`config.mk`:
```
export PLATFORM = sky130hd
export DESIGN_NAME = lr_ram_sched_flat
export DESIGN_NICKNAME = d
export VERILOG_FILES = /design/src/rtl/lr_ram_sched_if.sv /design/src/rtl/lr_ram_sched.sv /design/src/flat_wrapper.sv
export SDC_FILE = /design/constraint.sdc
export NUM_CORES = 1
export LEC_CHECK = 0
export ABC_AREA = 1
export BUFFER_PORTS_ARGS = -buffer_cell sky130_fd_sc_hd__buf_2
export CAP_MARGIN = 10
export CORE_AREA = 5 5 270 272
export DETAILED_ROUTE_END_ITERATION = 7
export DIE_AREA = 0 0 275 277
export HOLD_SLACK_MARGIN = 0.15
export PLACE_DENSITY_LB_ADDON = 0.1
export SYNTH_ARGS = -nofsm -noshare
export SYNTH_HDL_FRONTEND = slang
export SYNTH_SLANG_ARGS = --single-unit
```
`constraint.sdc`:
```
create_clock -name CLK -period 3.3 [get_ports CLK]
set_clock_uncertainty 0.2 [all_clocks]
set_input_delay 0.165 -clock CLK [delete_from_list [all_inputs] [get_ports CLK]]
set_output_delay 0.165 -clock CLK [all_outputs]
set_load 0.01 [all_outputs]
```
`src/rtl/lr_ram_sched_if.sv`:
```
// Bundle of host, trainer and RAM-side signals around the data-point RAM scheduler.
// The scheduler connects through the slave modport; the surrounding system uses master.
interface lr_ram_sched_if #(
    parameter int MAX_FEATURES = 6,
    parameter int DP_BITS      = 4
);
    localparam int ROW_W = (MAX_FEATURES + 1) * 16;

    logic               start;
    logic               host_req;
    logic               host_we;
    logic [DP_BITS-1:0] host_addr;
    logic [ROW_W-1:0]   host_wdata;
    logic               host_gnt;
    logic               host_rvalid;
    logic [ROW_W-1:0]   host_rdata;
    logic               tr_req;
    logic               tr_gnt;
    logic               tr_rvalid;
    logic [ROW_W-1:0]   tr_rdata;
    logic [DP_BITS-1:0] tr_idx;
    logic               tr_fin;
    logic               tr_wb;
    logic [ROW_W-1:0]   tr_wdata;
    logic [5:0]         epoch;
    logic               busy;
    logic               done;
    logic [DP_BITS-1:0] ram_addr;
    logic               ram_we;
    logic               ram_oe;
    logic [ROW_W-1:0]   ram_wdata;
    logic [ROW_W-1:0]   ram_rdata;

    modport slave (
        input  start, host_req, host_we, host_addr, host_wdata,
        input  tr_req, tr_wb, tr_wdata, ram_rdata,
        output host_gnt, host_rvalid, host_rdata,
        output tr_gnt, tr_rvalid, tr_rdata, tr_idx, tr_fin,
        output epoch, busy, done,
        output ram_addr, ram_we, ram_oe, ram_wdata
    );

    modport master (
        output start, host_req, host_we, host_addr, host_wdata,
        output tr_req, tr_wb, tr_wdata, ram_rdata,
        input  host_gnt, host_rvalid, host_rdata,
        input  tr_gnt, tr_rvalid, tr_rdata, tr_idx, tr_fin,
        input  epoch, busy, done,
        input  ram_addr, ram_we, ram_oe, ram_wdata
    );
endinterface

```
`src/rtl/lr_ram_sched.sv`:
```
// Single-port data-point RAM arbiter: host owns the port when idle/done, the LR trainer
// while training; streams weight row then data rows each epoch and commits final weights.
module lr_ram_sched #(
    parameter int MAX_FEATURES = 6,
    parameter int DP_BITS      = 4,
    parameter int DPS          = 6,
    parameter int TOTAL_EPOCHS = 15
) (
    input logic          CLK,
    input logic          RST_N,
    lr_ram_sched_if.slave bus
);
    localparam int ROW_W = (MAX_FEATURES + 1) * 16;

    localparam logic [2:0] S_IDLE = 3'd0;
    localparam logic [2:0] S_LDWT = 3'd1;
    localparam logic [2:0] S_RUN  = 3'd2;
    localparam logic [2:0] S_FIN  = 3'd3;
    localparam logic [2:0] S_DONE = 3'd4;

    logic [2:0]         state;
    logic [5:0]         epoch_q;
    logic [DP_BITS-1:0] idx;
    logic [DP_BITS-1:0] tr_idx_q;
    logic [DP_BITS-1:0] ram_addr_q;
    logic               ram_we_q;
    logic               ram_oe_q;
    logic [ROW_W-1:0]   ram_wdata_q;
    logic               rd_tr_p1;
    logic               rv_host_p2;
    logic               rv_tr_p2;
    logic               last_rd;
    logic               wb_p1;
    logic               done_q;

    logic               host_owns;
    logic               pending;
    logic               host_gnt;
    logic               tr_gnt;
    logic               host_acc;
    logic               tr_acc;
    logic               wb_acc;
    logic [5:0]         ep_inc;

    function automatic logic [5:0] sat_epoch_inc(input logic [5:0] e);
        if (e >= 6'(TOTAL_EPOCHS))
            return 6'(TOTAL_EPOCHS);
        else
            return e + 6'd1;
    endfunction

    // A read occupies the port only while its address is on the RAM; the cycle it
    // returns is already free for the next acceptance.
    assign host_owns = (state == S_IDLE) || (state == S_DONE);
    assign pending   = ram_oe_q;
    assign host_gnt  = RST_N && host_owns && !pending && !bus.start;
    assign tr_gnt    = RST_N && (state == S_RUN) && !pending && !last_rd;
    assign host_acc  = bus.host_req && host_gnt;
    assign tr_acc    = bus.tr_req && tr_gnt;
    assign wb_acc    = bus.tr_wb && (state == S_FIN) && !wb_p1;
    assign ep_inc    = sat_epoch_inc(epoch_q);

    always_ff @(posedge CLK) begin
        if (!RST_N) begin
            state       <= S_IDLE;
            epoch_q     <= 6'd0;
            idx         <= DP_BITS'(1);
            tr_idx_q    <= '0;
            ram_addr_q  <= '0;
            ram_we_q    <= 1'b0;
            ram_oe_q    <= 1'b0;
            ram_wdata_q <= '0;
            rd_tr_p1    <= 1'b0;
            rv_host_p2  <= 1'b0;
            rv_tr_p2    <= 1'b0;
            last_rd     <= 1'b0;
            wb_p1       <= 1'b0;
            done_q      <= 1'b0;
        end else begin
            // p1: RAM control stage -> p2: read data returns to its owner
            ram_we_q   <= 1'b0;
            ram_oe_q   <= 1'b0;
            rd_tr_p1   <= 1'b0;
            wb_p1      <= 1'b0;
            rv_host_p2 <= ram_oe_q && !rd_tr_p1;
            rv_tr_p2   <= ram_oe_q && rd_tr_p1;

            case (state)
                S_IDLE, S_DONE: begin
                    if (bus.start) begin
                        epoch_q    <= 6'd0;
                        done_q     <= 1'b0;
                        idx        <= DP_BITS'(1);
                        ram_addr_q <= '0;
                        ram_oe_q   <= 1'b1;
                        rd_tr_p1   <= 1'b1;
                        tr_idx_q   <= '0;
                        state      <= S_LDWT;
                    end else if (host_acc) begin
                        ram_addr_q <= bus.host_addr;
                        if (bus.host_we) begin
                            ram_we_q    <= 1'b1;
                            ram_wdata_q <= bus.host_wdata;
                        end else begin
                            ram_oe_q <= 1'b1;
                        end
                    end
                end
                S_LDWT: state <= S_RUN;
                S_RUN: begin
                    if (tr_acc) begin
                        ram_addr_q <= idx;
                        ram_oe_q   <= 1'b1;
                        rd_tr_p1   <= 1'b1;
                        tr_idx_q   <= idx;
                        if (idx == DP_BITS'(DPS)) begin
                            idx     <= DP_BITS'(1);
                            epoch_q <= ep_inc;
                            if (ep_inc == 6'(TOTAL_EPOCHS))
                                last_rd <= 1'b1;
                        end else begin
                            idx <= idx + DP_BITS'(1);
                        end
                    end
                    // Leave only once the final data row has been handed over.
                    if (rv_tr_p2 && last_rd) begin
                        last_rd <= 1'b0;
                        state   <= S_FIN;
                    end
                end
                S_FIN: begin
                    if (wb_acc) begin
                        ram_we_q    <= 1'b1;
                        ram_addr_q  <= '0;
                        ram_wdata_q <= bus.tr_wdata;
                        wb_p1       <= 1'b1;
                    end
                    if (wb_p1) begin
                        done_q <= 1'b1;
                        state  <= S_DONE;
                    end
                end
                default: state <= S_IDLE;
            endcase
        end
    end

    assign bus.host_gnt    = host_gnt;
    assign bus.tr_gnt      = tr_gnt;
    assign bus.host_rvalid = rv_host_p2;
    assign bus.host_rdata  = rv_host_p2 ? bus.ram_rdata : '0;
    assign bus.tr_rvalid   = rv_tr_p2;
    assign bus.tr_rdata    = rv_tr_p2 ? bus.ram_rdata : '0;
    assign bus.tr_idx      = tr_idx_q;
    assign bus.tr_fin      = (state == S_FIN);
    assign bus.epoch       = epoch_q;
    assign bus.busy        = (state == S_LDWT) || (state == S_RUN) || (state == S_FIN);
    assign bus.done        = done_q;
    assign bus.ram_addr    = ram_addr_q;
    assign bus.ram_we      = ram_we_q;
    assign bus.ram_oe      = ram_oe_q;
    assign bus.ram_wdata   = ram_wdata_q;
endmodule
```
`src/flat_wrapper.sv`:
```
// flat-port wrapper written by rule: the top's interface ports become plain ports
module lr_ram_sched_flat 
#(
    parameter int MAX_FEATURES = 6,
    parameter int DP_BITS      = 4,
    parameter int DPS          = 6,
    parameter int TOTAL_EPOCHS = 15
)
  (CLK, RST_N, bus_start, bus_host_req, bus_host_we, bus_host_addr, bus_host_wdata, bus_tr_req, bus_tr_wb, bus_tr_wdata, bus_ram_rdata, bus_host_gnt, bus_host_rvalid, bus_host_rdata, bus_tr_gnt, bus_tr_rvalid, bus_tr_rdata, bus_tr_idx, bus_tr_fin, bus_epoch, bus_busy, bus_done, bus_ram_addr, bus_ram_we, bus_ram_oe, bus_ram_wdata);
  lr_ram_sched_if #(.MAX_FEATURES(MAX_FEATURES), .DP_BITS(DP_BITS)) bus_i ();
  input logic CLK;
  input logic RST_N;
  input wire logic [$bits(bus_i.start)-1:0] bus_start;
  input wire logic [$bits(bus_i.host_req)-1:0] bus_host_req;
  input wire logic [$bits(bus_i.host_we)-1:0] bus_host_we;
  input wire logic [$bits(bus_i.host_addr)-1:0] bus_host_addr;
  input wire logic [$bits(bus_i.host_wdata)-1:0] bus_host_wdata;
  input wire logic [$bits(bus_i.tr_req)-1:0] bus_tr_req;
  input wire logic [$bits(bus_i.tr_wb)-1:0] bus_tr_wb;
  input wire logic [$bits(bus_i.tr_wdata)-1:0] bus_tr_wdata;
  input wire logic [$bits(bus_i.ram_rdata)-1:0] bus_ram_rdata;
  output wire logic [$bits(bus_i.host_gnt)-1:0] bus_host_gnt;
  output wire logic [$bits(bus_i.host_rvalid)-1:0] bus_host_rvalid;
  output wire logic [$bits(bus_i.host_rdata)-1:0] bus_host_rdata;
  output wire logic [$bits(bus_i.tr_gnt)-1:0] bus_tr_gnt;
  output wire logic [$bits(bus_i.tr_rvalid)-1:0] bus_tr_rvalid;
  output wire logic [$bits(bus_i.tr_rdata)-1:0] bus_tr_rdata;
  output wire logic [$bits(bus_i.tr_idx)-1:0] bus_tr_idx;
  output wire logic [$bits(bus_i.tr_fin)-1:0] bus_tr_fin;
  output wire logic [$bits(bus_i.epoch)-1:0] bus_epoch;
  output wire logic [$bits(bus_i.busy)-1:0] bus_busy;
  output wire logic [$bits(bus_i.done)-1:0] bus_done;
  output wire logic [$bits(bus_i.ram_addr)-1:0] bus_ram_addr;
  output wire logic [$bits(bus_i.ram_we)-1:0] bus_ram_we;
  output wire logic [$bits(bus_i.ram_oe)-1:0] bus_ram_oe;
  output wire logic [$bits(bus_i.ram_wdata)-1:0] bus_ram_wdata;
  assign bus_i.start = bus_start;
  assign bus_i.host_req = bus_host_req;
  assign bus_i.host_we = bus_host_we;
  assign bus_i.host_addr = bus_host_addr;
  assign bus_i.host_wdata = bus_host_wdata;
  assign bus_i.tr_req = bus_tr_req;
  assign bus_i.tr_wb = bus_tr_wb;
  assign bus_i.tr_wdata = bus_tr_wdata;
  assign bus_i.ram_rdata = bus_ram_rdata;
  assign bus_host_gnt = bus_i.host_gnt;
  assign bus_host_rvalid = bus_i.host_rvalid;
  assign bus_host_rdata = bus_i.host_rdata;
  assign bus_tr_gnt = bus_i.tr_gnt;
  assign bus_tr_rvalid = bus_i.tr_rvalid;
  assign bus_tr_rdata = bus_i.tr_rdata;
  assign bus_tr_idx = bus_i.tr_idx;
  assign bus_tr_fin = bus_i.tr_fin;
  assign bus_epoch = bus_i.epoch;
  assign bus_busy = bus_i.busy;
  assign bus_done = bus_i.done;
  assign bus_ram_addr = bus_i.ram_addr;
  assign bus_ram_we = bus_i.ram_we;
  assign bus_ram_oe = bus_i.ram_oe;
  assign bus_ram_wdata = bus_i.ram_wdata;
  lr_ram_sched #(.MAX_FEATURES(MAX_FEATURES), .DP_BITS(DP_BITS), .DPS(DPS), .TOTAL_EPOCHS(TOTAL_EPOCHS)) u_core (.CLK(CLK), .RST_N(RST_N), .bus(bus_i));
endmodule
```
==> metrics.txt <==
Clock power frac=0.239; Max Clock Freq=326 MHz; area share of the largest cell type after synthesis=0.328; Nets=2,788; site row count=98; global-route wire length before repair=81.6 mm; reported max-cap violation count=0; number of buffer and inverter stages on the critical path=4; Core Area=70,500 sq um; cell area after layout=16,200 sq um; Post-Synthesis Net Count=1,881; cell-internal power=4910 uW; kind of cell with the highest combined delay on the critical path=buffers and inverters; Crit. End Element=flip-flop; worst r2r src=u_core.state[1]; fin util=0.230; Post-CTS Setup Inserts=0; register area share after synthesis=0.328; top fanout value on the critical path=55; CTS Root Buffer Type=sky130_fd_sc_hd__clkbuf_16; switching portion of total power=0.413; maximum count of clock buffers along a single path=2; share of power burned in combinational logic=0.482; post-detailed-route DRC marker count=0; Required @ worst endpoint=3.49 ns; met3 usage=0.0464; Synthesis Warnings=0; post-detailed-routing wire length=58.0 mm; clock period minus worst slack=3.06 ns; via density per instance=3.65; chip width=275 um; static power due to leakage=0.0104 uW; CTS HTree Levels=4; Post-Place Cell Area=13,100 sq um; sw power=3460 uW; final hold violation count=0; Reg2Reg Depth=9; Worst Hold Class=reg2reg; RSZ-0062 raised after global routing=false; FILL cells=8,279; routed vias=12,400; Die Outline Area=76,200 sq um; CP Data Arrival Time=3.26 ns; cell depth of the worst min-delay path=1; global placer's final weighted congestion=0.880; IO buf count=705; TritonCTS clock tree=done; GR met2 Demand/Resource=0.276; FF+latch count, synth=141; number of max-slew violations in the final report=0; area delta synth->final=88.5%; cell area after technology mapping=8610 sq um; overall track demand over capacity in global routing=0.143; CP max stage delay=0.57 ns; worst setup path category=reg2reg; number of clock sinks=141; footprint of the multi-input gates=4390 sq um; number of DRC markers in iteration 0=409; total instance count after detailed placement=3,114; Storage cell area=2830 sq um; latest clock arrival within the worst-skew pair=0.46 ns; top library cells by usage in the layout, fill and taps aside=704 x sky130_fd_sc_hd__buf_2, 615 x sky130_fd_sc_hd__nand2_1, 254 x sky130_fd_sc_hd__dlygate4sd3_1; library cells used by synthesis=23; measured slew at the worst slew-check pin=0.857 ns; initial standard-cell utilization of the core=0.122; mean area per synthesized cell=5.63 sq um; antenna-violating nets left=0; number of antenna violations at the first check in global routing=10; GRT overflow=0; largest cells by area after synthesis=sky130_fd_sc_hd__dfxtp_1 33%, sky130_fd_sc_hd__nand2_1 27%, sky130_fd_sc_hd__inv_1 11%; number of non-filler instances in the completed layout=3,401; most utilized layer in the global route result=met2; detailed placement HPWL=46.6 mm; most frequent standard cell in the layout excluding fill and tap cells=sky130_fd_sc_hd__buf_2; diodes inserted=0; clock buffer count from CTS=17; pin count of the biggest net entering global routing=131; endpoint of the worst-slack reg-to-reg timing path=u_core.bus.ram_wdata[67]; setup slack of the most critical reg-to-reg path=0.24 ns; met1 track utilization from global routing=0.141; proportion of layout cells with a drive suffix above 1=0.338; Critical Path Start Type=flip-flop; final sum of negative setup slack=0 ns; Slew HR=0.429; Tcrit/Tclk final=0.928; post-DR wirelength/cell=17.1 um; Critical Path, Cell by Cell=nand3_4, inv_6, buf_12, nand2_1, nand2_1, dlygate4sd3_1, nor2_2, nor2_1, dlygate4sd3_1; proportion of power drawn by flip-flops and latches=0.278; I/O Pins=706; number of global-route vias before repair=12,700; Yosys top cell by area=sky130_fd_sc_hd__dfxtp_1; Worst IR Drop VDD=0.000311 V; status=finished clean; y dimension of the die=277 um; total of endpoints with negative setup slack in the final report=0; number of cells produced by synthesis=1,531; Hold Crit Endpoint=u_core.bus.host_rvalid; critical hold path startpoint=u_core.rd_tr_p1; power density relative to cell area=515 nW/um^2; worst setup margin=0.236 ns; Crit-path slowest cell=sky130_fd_sc_hd__dlygate4sd3_1; Clock transition at path regs=0.07 ns; drt first pass iters=5; Post-Place Worst Slack=0.923 ns
-- power groups by stage --
stage,logic (uW),registers [uW],clock network (uW)
4_1_cts,4140,2330,2090
3_3_place_gp,3470,2360,0
3_5_place_dp,3450,2370,0
5_1_grt,4520,2380,2160
2_1_floorplan,1840,2380,0
6_report,4040,2330,2000
-- what timing repair did --
action                                  4_1_cts  5_1_grt
hold buffers                                254        0
hold endpoints to repair                    133        0
gates resized for setup                       0        3
endpoints found under the setup margin        0       13
-- state kept, by name (all words and copies together), names as in the netlist, 3 cells and up --
| name | cells |
|---|---|
| u_core.bus.ram_wdata | 112 |
| u_core.bus.ram_addr | 4 |
| u_core.idx | 4 |
| u_core.state | 3 |
| u_core.bus.tr_idx | 4 |
| u_core.bus.epoch | 6 |
-- cells by family after synthesis --
family                   count (synthesis)  synth area share
flip-flops                             141             0.328
AO/OA/AOI/OAI                          140            0.0816
adder cells (fa/ha/maj)                  3           0.00436
buffers and inverters                  336             0.164
AND/OR/NAND/NOR                        911             0.422
-- synthesized netlist by cell type --
master,instances
sky130_fd_sc_hd__inv_1,244
sky130_fd_sc_hd__nand3_2,1
sky130_fd_sc_hd__or2_2,1
sky130_fd_sc_hd__nor2_1,206
sky130_fd_sc_hd__a21oi_1,11
sky130_fd_sc_hd__nand3_1,16
sky130_fd_sc_hd__nor2_2,64
sky130_fd_sc_hd__o21ai_1,81
sky130_fd_sc_hd__buf_2,22
sky130_fd_sc_hd__ha_1,3
sky130_fd_sc_hd__nand4_1,2
sky130_fd_sc_hd__nand2_2,3
sky130_fd_sc_hd__inv_2,3
sky130_fd_sc_hd__buf_1,1
sky130_fd_sc_hd__o21ai_0,47
sky130_fd_sc_hd__nor2_4,1
sky130_fd_sc_hd__clkbuf_1,49
sky130_fd_sc_hd__buf_6,17
sky130_fd_sc_hd__nand2_1,615
sky130_fd_sc_hd__nor3_1,1
sky130_fd_sc_hd__nand3b_1,1
sky130_fd_sc_hd__dfxtp_1,141
sky130_fd_sc_hd__o31ai_1,1
-- worst max path at each step --
stage                    start                         to  slack [ns]  cells after the start
6_report       u_core.state[1]   u_core.bus.ram_wdata[67]        0.24                      9
5_1_grt        u_core.state[1]   u_core.bus.ram_wdata[92]        0.03                      9
4_1_cts                  RST_N     u_core.bus.ram_addr[0]        0.05                     12
3_5_place_dp   u_core.state[1]   u_core.bus.ram_wdata[36]        0.92                      9
3_3_place_gp   u_core.state[2]   u_core.bus.ram_wdata[20]        0.98                      9
2_1_floorplan  u_core.state[0]  u_core.bus.ram_wdata[100]        1.58                     10
-- worst reg2reg max path, stage by stage (launching register included) --
cell                            delay (ns)
sky130_fd_sc_hd__dfxtp_1              0.48
sky130_fd_sc_hd__nand3_4              0.18
sky130_fd_sc_hd__inv_6                0.37
sky130_fd_sc_hd__buf_12               0.34
sky130_fd_sc_hd__nand2_1              0.10
sky130_fd_sc_hd__nand2_1              0.06
sky130_fd_sc_hd__dlygate4sd3_1        0.57
sky130_fd_sc_hd__nor2_2               0.04
sky130_fd_sc_hd__nor2_1               0.11
sky130_fd_sc_hd__dlygate4sd3_1        0.55
-- stage by stage --
stage	hold slack, ns	total power [uW]
after floorplan	0.127	4220
after global placement	0.205	5830
after detailed placement	0.203	5810
after CTS	0.213	8560
after global routing	0.252	9060
final	0.212	8370
-- layout make-up --
class / instances / share of cell area
well taps: 950 / 0.0732
clock buffers: 20 / 0.0281
flip-flops and latches: 141 / 0.174
inverters: 247 / 0.0577
repair buffers: 977 / 0.388
multi-input cells: 1054 / 0.270
clock inverters: 12 / 0.00840
-- layer usage --
layer  wire, um  share of wire
met1      20400           0.35
met2      30700           0.53
met5        105         0.0018
met4       1940          0.033
met3       4790          0.083
Power figures use the tool's default switching activity.
